$ cat src/rtl/rf_wport_arbiter_pkg.sv
// Shared widths, buffer entry payload and starve-FSM state encoding for the
// register-file write-port arbiter.
package rf_wport_arbiter_pkg;

  localparam int unsigned REG_ADDR_W = 5;
  localparam int unsigned REG_DATA_W = 32;
  localparam int unsigned REG_NUM    = 32;

  typedef logic [REG_ADDR_W-1:0] reg_addr_t;
  typedef logic [REG_DATA_W-1:0] reg_data_t;

  localparam reg_addr_t ZERO_ADDR = '0;
  localparam reg_data_t ZERO_WORD = '0;

  typedef struct packed {
    logic      valid;
    reg_addr_t addr;
    reg_data_t data;
  } pend_entry_t;

  typedef enum logic [1:0] {
    ST_IDLE  = 2'd0,
    ST_WAIT  = 2'd1,
    ST_STALL = 2'd2
  } starve_state_e;

endpackage

$ cat src/rtl/rf_wport_arbiter_if.sv
// Write-port bundle: writeback port, multi-cycle result port, RegFile write
// port, ID read snoop and hazard/stall flags.
interface rf_wport_arbiter_if;
  import rf_wport_arbiter_pkg::*;

  logic      wb_we;
  reg_addr_t wb_waddr;
  reg_data_t wb_wdata;

  logic      mc_valid;
  logic      mc_ready;
  reg_addr_t mc_waddr;
  reg_data_t mc_wdata;

  logic      rf_we;
  reg_addr_t rf_waddr;
  reg_data_t rf_wdata;

  logic      re1;
  reg_addr_t raddr1;
  logic      re2;
  reg_addr_t raddr2;

  logic      pend_hit1;
  logic      pend_hit2;
  logic      stall_req;

  modport slave (
    input  wb_we, wb_waddr, wb_wdata,
    input  mc_valid, mc_waddr, mc_wdata,
    output mc_ready,
    output rf_we, rf_waddr, rf_wdata,
    input  re1, raddr1, re2, raddr2,
    output pend_hit1, pend_hit2, stall_req
  );

  modport master (
    output wb_we, wb_waddr, wb_wdata,
    output mc_valid, mc_waddr, mc_wdata,
    input  mc_ready,
    input  rf_we, rf_waddr, rf_wdata,
    output re1, raddr1, re2, raddr2,
    input  pend_hit1, pend_hit2, stall_req
  );

endinterface

$ cat src/rtl/rf_pend_buf.sv
// Pending-write FIFO for port-1 results: per-entry valid bit, address-match
// squash and two read-address CAM match outputs.
module rf_pend_buf
  import rf_wport_arbiter_pkg::*;
#(
  parameter int unsigned DEPTH = 2
) (
  input  logic      clk,
  input  logic      rst,
  input  logic      i_push,
  input  reg_addr_t i_push_addr,
  input  reg_data_t i_push_data,
  input  logic      i_pop,
  input  logic      i_squash,
  input  reg_addr_t i_squash_addr,
  input  reg_addr_t i_raddr1,
  input  reg_addr_t i_raddr2,
  output logic      o_head_valid,
  output reg_addr_t o_head_addr,
  output reg_data_t o_head_data,
  output logic      o_empty,
  output logic      o_full,
  output logic      o_match1,
  output logic      o_match2
);

  localparam int unsigned PTR_W = $clog2(DEPTH);
  localparam int unsigned CNT_W = PTR_W + 1;

  pend_entry_t      r_mem [DEPTH];
  logic [PTR_W-1:0] r_head;
  logic [PTR_W-1:0] r_tail;
  logic [CNT_W-1:0] r_count;

  // Valid is cleared on pop so the CAM only needs to look at valid bits.
  always_ff @(posedge clk or posedge rst) begin
    if (rst) begin
      r_head  <= '0;
      r_tail  <= '0;
      r_count <= '0;
      for (int i = 0; i < int'(DEPTH); i++) begin
        r_mem[i] <= '0;
      end
    end else begin
      for (int i = 0; i < int'(DEPTH); i++) begin
        if (i_squash && (r_mem[i].addr == i_squash_addr)) begin
          r_mem[i].valid <= 1'b0;
        end
      end
      if (i_pop) begin
        r_mem[r_head].valid <= 1'b0;
        r_head              <= r_head + PTR_W'(1);
      end
      if (i_push) begin
        r_mem[r_tail] <= '{valid: 1'b1, addr: i_push_addr, data: i_push_data};
        r_tail        <= r_tail + PTR_W'(1);
      end
      r_count <= r_count + CNT_W'(i_push) - CNT_W'(i_pop);
    end
  end

  always_comb begin
    o_empty      = (r_count == '0);
    o_full       = (r_count == CNT_W'(DEPTH));
    o_head_valid = r_mem[r_head].valid && !o_empty;
    o_head_addr  = r_mem[r_head].addr;
    o_head_data  = r_mem[r_head].data;
  end

  always_comb begin
    o_match1 = 1'b0;
    o_match2 = 1'b0;
    for (int i = 0; i < int'(DEPTH); i++) begin
      if (r_mem[i].valid && (r_mem[i].addr == i_raddr1)) o_match1 = 1'b1;
      if (r_mem[i].valid && (r_mem[i].addr == i_raddr2)) o_match2 = 1'b1;
    end
  end

endmodule

$ cat src/rtl/rf_wport_arbiter.sv
// Shares the RegFile write port between writeback (priority) and buffered
// multi-cycle results; flags pending-read hazards and requests a stall on starvation.
module rf_wport_arbiter
  import rf_wport_arbiter_pkg::*;
#(
  parameter int unsigned DEPTH        = 2,
  parameter int unsigned STARVE_LIMIT = 4
) (
  input logic               clk,
  input logic               rst,
  rf_wport_arbiter_if.slave bus
);

  localparam int unsigned SW = $clog2(STARVE_LIMIT + 1);

  logic          w_wb_act;
  logic          w_mc_ready;
  logic          w_xfer;
  logic          w_push;
  logic          w_drain;
  logic          w_pop;
  logic          w_head_valid;
  reg_addr_t     w_head_addr;
  reg_data_t     w_head_data;
  logic          w_empty;
  logic          w_full;
  logic          w_match1;
  logic          w_match2;
  logic [SW-1:0] r_starve;
  logic [SW-1:0] w_starve_next;
  starve_state_e r_state;
  starve_state_e w_state_next;
  logic          r_stall_req;

  rf_pend_buf #(.DEPTH(DEPTH)) u_pend_buf (
    .clk          (clk),
    .rst          (rst),
    .i_push       (w_push),
    .i_push_addr  (bus.mc_waddr),
    .i_push_data  (bus.mc_wdata),
    .i_pop        (w_pop),
    .i_squash     (w_wb_act),
    .i_squash_addr(bus.wb_waddr),
    .i_raddr1     (bus.raddr1),
    .i_raddr2     (bus.raddr2),
    .o_head_valid (w_head_valid),
    .o_head_addr  (w_head_addr),
    .o_head_data  (w_head_data),
    .o_empty      (w_empty),
    .o_full       (w_full),
    .o_match1     (w_match1),
    .o_match2     (w_match2)
  );

  // Ready looks only at registered occupancy, never at a same-cycle pop.
  always_comb begin
    w_wb_act   = bus.wb_we && (bus.wb_waddr != ZERO_ADDR);
    w_mc_ready = !w_full;
    w_xfer     = bus.mc_valid && w_mc_ready;
    w_push     = w_xfer && (bus.mc_waddr != ZERO_ADDR) &&
                 !(w_wb_act && (bus.wb_waddr == bus.mc_waddr));
    w_drain    = !w_wb_act && w_head_valid;
    w_pop      = !w_empty && (w_drain || !w_head_valid);
  end

  always_comb begin
    bus.rf_we    = 1'b0;
    bus.rf_waddr = ZERO_ADDR;
    bus.rf_wdata = ZERO_WORD;
    if (!rst) begin
      if (w_wb_act) begin
        bus.rf_we    = 1'b1;
        bus.rf_waddr = bus.wb_waddr;
        bus.rf_wdata = bus.wb_wdata;
      end else if (w_drain) begin
        bus.rf_we    = 1'b1;
        bus.rf_waddr = w_head_addr;
        bus.rf_wdata = w_head_data;
      end
    end
  end

  // A transfer in flight this cycle already counts as pending for ID.
  always_comb begin
    bus.mc_ready  = !rst && w_mc_ready;
    bus.pend_hit1 = !rst && bus.re1 && (bus.raddr1 != ZERO_ADDR) &&
                    (w_match1 || (w_xfer && (bus.mc_waddr == bus.raddr1)));
    bus.pend_hit2 = !rst && bus.re2 && (bus.raddr2 != ZERO_ADDR) &&
                    (w_match2 || (w_xfer && (bus.mc_waddr == bus.raddr2)));
    bus.stall_req = r_stall_req;
  end

  always_comb begin
    w_starve_next = r_starve;
    if (w_pop || w_empty) begin
      w_starve_next = '0;
    end else if (w_head_valid && !w_drain && (r_starve != SW'(STARVE_LIMIT))) begin
      w_starve_next = r_starve + SW'(1);
    end
  end

  always_comb begin
    w_state_next = r_state;
    case (r_state)
      ST_IDLE: begin
        if (w_starve_next == SW'(STARVE_LIMIT)) w_state_next = ST_STALL;
        else if (w_starve_next != '0)           w_state_next = ST_WAIT;
      end
      ST_WAIT: begin
        if (w_starve_next == SW'(STARVE_LIMIT)) w_state_next = ST_STALL;
        else if (w_starve_next == '0)           w_state_next = ST_IDLE;
      end
      ST_STALL: begin
        if (w_starve_next == '0) w_state_next = ST_IDLE;
      end
      default: w_state_next = ST_IDLE;
    endcase
  end

  always_ff @(posedge clk or posedge rst) begin
    if (rst) begin
      r_starve    <= '0;
      r_state     <= ST_IDLE;
      r_stall_req <= 1'b0;
    end else begin
      r_starve    <= w_starve_next;
      r_state     <= w_state_next;
      r_stall_req <= (w_state_next == ST_STALL);
    end
  end

endmodule

$ cat src/flat_wrapper.sv
// flat-port wrapper written by rule: the top's interface ports become plain ports
module rf_wport_arbiter_flat import rf_wport_arbiter_pkg::*;
#(
  parameter int unsigned DEPTH        = 2,
  parameter int unsigned STARVE_LIMIT = 4
)
  (clk, rst, bus_wb_we, bus_wb_waddr, bus_wb_wdata, bus_mc_valid, bus_mc_waddr, bus_mc_wdata, bus_mc_ready, bus_rf_we, bus_rf_waddr, bus_rf_wdata, bus_re1, bus_raddr1, bus_re2, bus_raddr2, bus_pend_hit1, bus_pend_hit2, bus_stall_req);
  rf_wport_arbiter_if bus_i ();
  input logic clk;
  input logic rst;
  input wire logic [$bits(bus_i.wb_we)-1:0] bus_wb_we;
  input wire logic [$bits(bus_i.wb_waddr)-1:0] bus_wb_waddr;
  input wire logic [$bits(bus_i.wb_wdata)-1:0] bus_wb_wdata;
  input wire logic [$bits(bus_i.mc_valid)-1:0] bus_mc_valid;
  input wire logic [$bits(bus_i.mc_waddr)-1:0] bus_mc_waddr;
  input wire logic [$bits(bus_i.mc_wdata)-1:0] bus_mc_wdata;
  output wire logic [$bits(bus_i.mc_ready)-1:0] bus_mc_ready;
  output wire logic [$bits(bus_i.rf_we)-1:0] bus_rf_we;
  output wire logic [$bits(bus_i.rf_waddr)-1:0] bus_rf_waddr;
  output wire logic [$bits(bus_i.rf_wdata)-1:0] bus_rf_wdata;
  input wire logic [$bits(bus_i.re1)-1:0] bus_re1;
  input wire logic [$bits(bus_i.raddr1)-1:0] bus_raddr1;
  input wire logic [$bits(bus_i.re2)-1:0] bus_re2;
  input wire logic [$bits(bus_i.raddr2)-1:0] bus_raddr2;
  output wire logic [$bits(bus_i.pend_hit1)-1:0] bus_pend_hit1;
  output wire logic [$bits(bus_i.pend_hit2)-1:0] bus_pend_hit2;
  output wire logic [$bits(bus_i.stall_req)-1:0] bus_stall_req;
  assign bus_i.wb_we = bus_wb_we;
  assign bus_i.wb_waddr = bus_wb_waddr;
  assign bus_i.wb_wdata = bus_wb_wdata;
  assign bus_i.mc_valid = bus_mc_valid;
  assign bus_i.mc_waddr = bus_mc_waddr;
  assign bus_i.mc_wdata = bus_mc_wdata;
  assign bus_mc_ready = bus_i.mc_ready;
  assign bus_rf_we = bus_i.rf_we;
  assign bus_rf_waddr = bus_i.rf_waddr;
  assign bus_rf_wdata = bus_i.rf_wdata;
  assign bus_i.re1 = bus_re1;
  assign bus_i.raddr1 = bus_raddr1;
  assign bus_i.re2 = bus_re2;
  assign bus_i.raddr2 = bus_raddr2;
  assign bus_pend_hit1 = bus_i.pend_hit1;
  assign bus_pend_hit2 = bus_i.pend_hit2;
  assign bus_stall_req = bus_i.stall_req;
  rf_wport_arbiter #(.DEPTH(DEPTH), .STARVE_LIMIT(STARVE_LIMIT)) u_core (.clk(clk), .rst(rst), .bus(bus_i));
endmodule
$ cat config.mk
export PLATFORM = sky130hd
export DESIGN_NAME = rf_wport_arbiter_flat
export DESIGN_NICKNAME = d
export VERILOG_FILES = /design/src/rtl/rf_wport_arbiter_pkg.sv /design/src/rtl/rf_wport_arbiter_if.sv /design/src/rtl/rf_pend_buf.sv /design/src/rtl/rf_wport_arbiter.sv /design/src/flat_wrapper.sv
export SDC_FILE = /design/constraint.sdc
export NUM_CORES = 1
export LEC_CHECK = 0
export ABC_AREA = 1
export BUFFER_PORTS_ARGS = -buffer_cell sky130_fd_sc_hd__buf_2
export CORE_ASPECT_RATIO = 1.1
export CORE_UTILIZATION = 49
export CTS_CLUSTER_DIAMETER = 40
export DETAILED_ROUTE_END_ITERATION = 6
export GPL_TIMING_DRIVEN = 0
export PLACE_DENSITY = 0.76
export SETUP_SLACK_MARGIN = 0.1
export SLEW_MARGIN = 5
export SYNTH_ARGS = -nofsm -noshare
export SYNTH_HDL_FRONTEND = slang
export SYNTH_SLANG_ARGS = --single-unit
$ cat constraint.sdc
create_clock -name clk -period 3.3 [get_ports clk]
set_input_delay 0.495 -clock clk [delete_from_list [all_inputs] [get_ports clk]]
set_output_delay 0.495 -clock clk [all_outputs]
set_load 0.03 [all_outputs]
==> impl_metrics.json <==
{
  "die_w_um": 102,
  "finalHoldViolCount": 0,
  "synth_fa_ha_area_share_pct": 0.920,
  "max-vdd-ir-drop_mv": 0.388,
  "cp_slowest_cell": "dfrtp_1",
  "num_rows": 39,
  "synth-seq-area-share_pct": 39.6,
  "grtUsageTotal_pct": 30.1,
  "hold_class": "primary input to async pin",
  "synth-edff-count": 0,
  "fin_util_pct": 62.7,
  "nets": 1020,
  "io_buffer_count": 123,
  "mostFrequentLayoutCells": "nand2_1, buf_2, dfrtp_1",
  "r2r_cells": 14,
  "htreeDepth": 3,
  "synth-compound-area-share_pct": 6.99,
  "grt_use_met2_pct": 48.4,
  "synthMuxAreaShare_pct": 0,
  "clockBufferDepth": 2,
  "post_cts_buffers": 0,
  "cts_num_sinks": 86,
  "wl_mm": 16.8,
  "synth_top_family_by_area": "simple AND/OR/NAND/NOR gates",
  "yosys_most_used_dff": "dfrtp_1",
  "diodes": 0,
  "dieArea_mm2": 0.0115,
  "syn_area_per_cell_um2": 6.88,
  "cp.required_ns": 2.80,
  "synth-seq-cells": 86,
  "cts_buffers": 9,
  "drive_above_1_share_pct": 20.3,
  "vias_per_cell": 5.40,
  "grt.met1_usage_pct": 39.8,
  "ys_warn_count": 0,
  "yosys.area_share.simple_pct": 40.0,
  "gp_congestion": 0.897,
  "io_pins": 132,
  "max_clock_freq_mhz": 356,
  "cp.arrival_ns": 2.31,
  "endpoint": "bus_rf_waddr[1]",
  "initial_core_util_pct": 51.4,
  "r2r-start": "u_core.u_pend_buf.r_head$_DFFE_PP0N_",
  "wl_per_cell_um": 15.6,
  "end_kind": "output port",
  "seqPwrFrac_pct": 33.1,
  "setup_violations": 0,
  "regToRegEndpoint": "u_core.u_pend_buf.r_count[1]$_DFF_PP0_",
  "vias": 5803,
  "setup.worst_path.start": "u_core.u_pend_buf.r_head$_DFFE_PP0N_",
  "synth-xor-area-share_pct": 3.54,
  "run_status": "finished clean",
  "synth-async-reset-ratio_pct": 100,
  "ys_types": 33,
  "netlist_instances": 790,
  "path_max_fanout": 10,
  "grt_pass1_wl_mm": 26.6,
  "grt_pass1_vias": 5450,
  "r2r_slack_ns": 0.95,
  "cts_resized": 0,
  "final_common_cell": "nand2_1",
  "finalCriticalPeriod_ns": 2.81,
  "root_buffer": "clkbuf_16",
  "netSwitchingFraction_pct": 44.0,
  "grt_max_degree": 36,
  "clkPwrFrac_pct": 21.2,
  "crit_type": "register to output port",
  "postCtsHoldBufs": 0,
  "top_usage_layer": "met2",
  "startpoint_type": "register",
  "synthToLayoutAreaGrowth_pct": 22.0,
  "die_h_um": 113,
  "hpwlAfterDp_mm": 12.0,
  "firstDrtPassIters": 4,
  "comb_power_share_pct": 45.8,
  "core_area_mm2": 0.0106,
  "min_period_over_period_pct": 85.0,
  "drt-initial-drc-count": 367,
  "slew_viol_final": 0,
  "drc": 0,
  "finalSetupTns_ns": 0,
  "syn_nets": 884,
  "max_slew.worst_pin.slew_ns": 0.628,
  "antenna_left": 0,
  "clock_latency_ns": 0.34,
  "slowest_delay_ns": 0.35,
  "path_clk_slew_ns": 0.06,
  "leakage_uw": 0.00365,
  "p_int_uw": 3190,
  "syn-cell-area_mm2": 0.00544,
  "relSlewSlack_pct": 58.1,
  "rsz0062_at_grt": "no",
  "power_switching_uw": 2510,
  "tritoncts": "yes",
  "grt-ovfl-total": 0,
  "grt_antenna_before_repair": 0,
  "maxCapViolCount": 0,
  "skew_ns": 0.00506,
  "path_cells": "buf_2, inv_2, nor2_1, nor2_1, nand2_1, nor2_4, buf_6, nand2_1, a21oi_1, buf_2",
  "powerDensity_mw_per_mm2": 859,
  "use_met3_pct": 4.61
}
registers in the layout, indices dropped and copies added (netlist names):
name and cells:
u_core.r_starve 3, u_core.r_state 2, u_core.u_pend_buf.r_count 2, u_core.u_pend_buf.r_mem 76, u_core.u_pend_buf.r_head 1, u_core.bus.stall_req 1
u_core.u_pend_buf.r_tail 1
layout make-up:
type / instances / area, um2
fillers: 985 / 3950
multi-input cells: 604 / 2800
flip-flops and latches: 86 / 2150
repair buffers: 125 / 656
plain buffers: 58 / 330
clock buffers: 11 / 253
well taps: 143 / 179
inverters: 42 / 164
clock inverters: 5 / 105
cell usage after synthesis, types with 3 or more instances:
cell type | n | area [um2]
nand2_1 | 372 | 1400
dfrtp_1 | 86 | 2150
nand4_1 | 75 | 469
a21oi_1 | 48 | 240
inv_1 | 39 | 146
nor2_1 | 26 | 97.6
clkbuf_1 | 21 | 78.8
buf_2 | 19 | 95.1
nand3_1 | 18 | 90.1
xor2_1 | 16 | 140
o21ai_0 | 11 | 55.1
buf_6 | 9 | 101
o22ai_1 | 6 | 37.5
xnor2_1 | 6 | 52.6
buf_4 | 5 | 37.5
nor3_1 | 5 | 25.0
ha_1 | 4 | 50.1
nand3_2 | 3 | 30.0
power by group through the flow:
| stage | combinational [uW] | clock [uW] | sequential (uW) |
|---|---|---|---|
| after global placement | 2520 | 0 | 1870 |
| after global routing | 2930 | 1260 | 1930 |
| final | 2610 | 1210 | 1890 |
| after detailed placement | 2580 | 0 | 1880 |
| after CTS | 2590 | 1210 | 1870 |
| after floorplan | 1890 | 0 | 1810 |
worst max-delay path, delay by kind of cell (launching register included):
kind / cells / cell delay (ns)
buffers and inverters: 4 / 0.79
AO/OA/AOI/OAI: 1 / 0.18
AND/OR/NAND/NOR: 5 / 0.65
flip-flops: 1 / 0.35
stage by stage:
stage / worst slack, ns / instance area, um2 / std cells / power, uW / hold WS, ns
after floorplan: 0.513 / 5440 / 790 / 3700 / 0.427
after global placement: -0.312 / 6240 / 1056 / 4390 / 0.438
after detailed placement: 0.808 / 6280 / 1058 / 4460 / 0.451
after CTS: 0.542 / 6640 / 1074 / 5680 / 0.222
after global routing: 0.337 / 6640 / 1074 / 6130 / 0.236
final: 0.494 / 6640 / 1074 / 5700 / 0.209
metal layers:
layer  routed length, um  vias up  part of all wire, %
met5                   0        -                    0
met2                7970      227                   48
li1                    -     2828                    -
met1                7230     2711                   43
met4                 511        0                  3.1
met3                1030       37                  6.2
worst min-delay path by stage:
stage                                      startpoint  cells after the start                                      to
after floorplan           u_core.r_state[1]$_DFF_PP0_                      1             u_core.r_state[0]$_DFF_PP0_
after global placement    u_core.r_state[1]$_DFF_PP0_                      1             u_core.r_state[0]$_DFF_PP0_
after detailed placement  u_core.r_state[1]$_DFF_PP0_                      1             u_core.r_state[0]$_DFF_PP0_
after CTS                                         rst                      2  u_core.u_pend_buf.r_count[0]$_DFF_PP0_
after global routing                              rst                      2  u_core.u_pend_buf.r_count[0]$_DFF_PP0_
final                                             rst                      2  u_core.u_pend_buf.r_count[0]$_DFF_PP0_
cell families after synthesis:
family          count (synthesis)
simple gates                  506
buf+inv                       100
flops                          86
compound gates                 72
xor+xnor                       22
fa+ha+maj                       4
(Power assumes the default switching activity.)
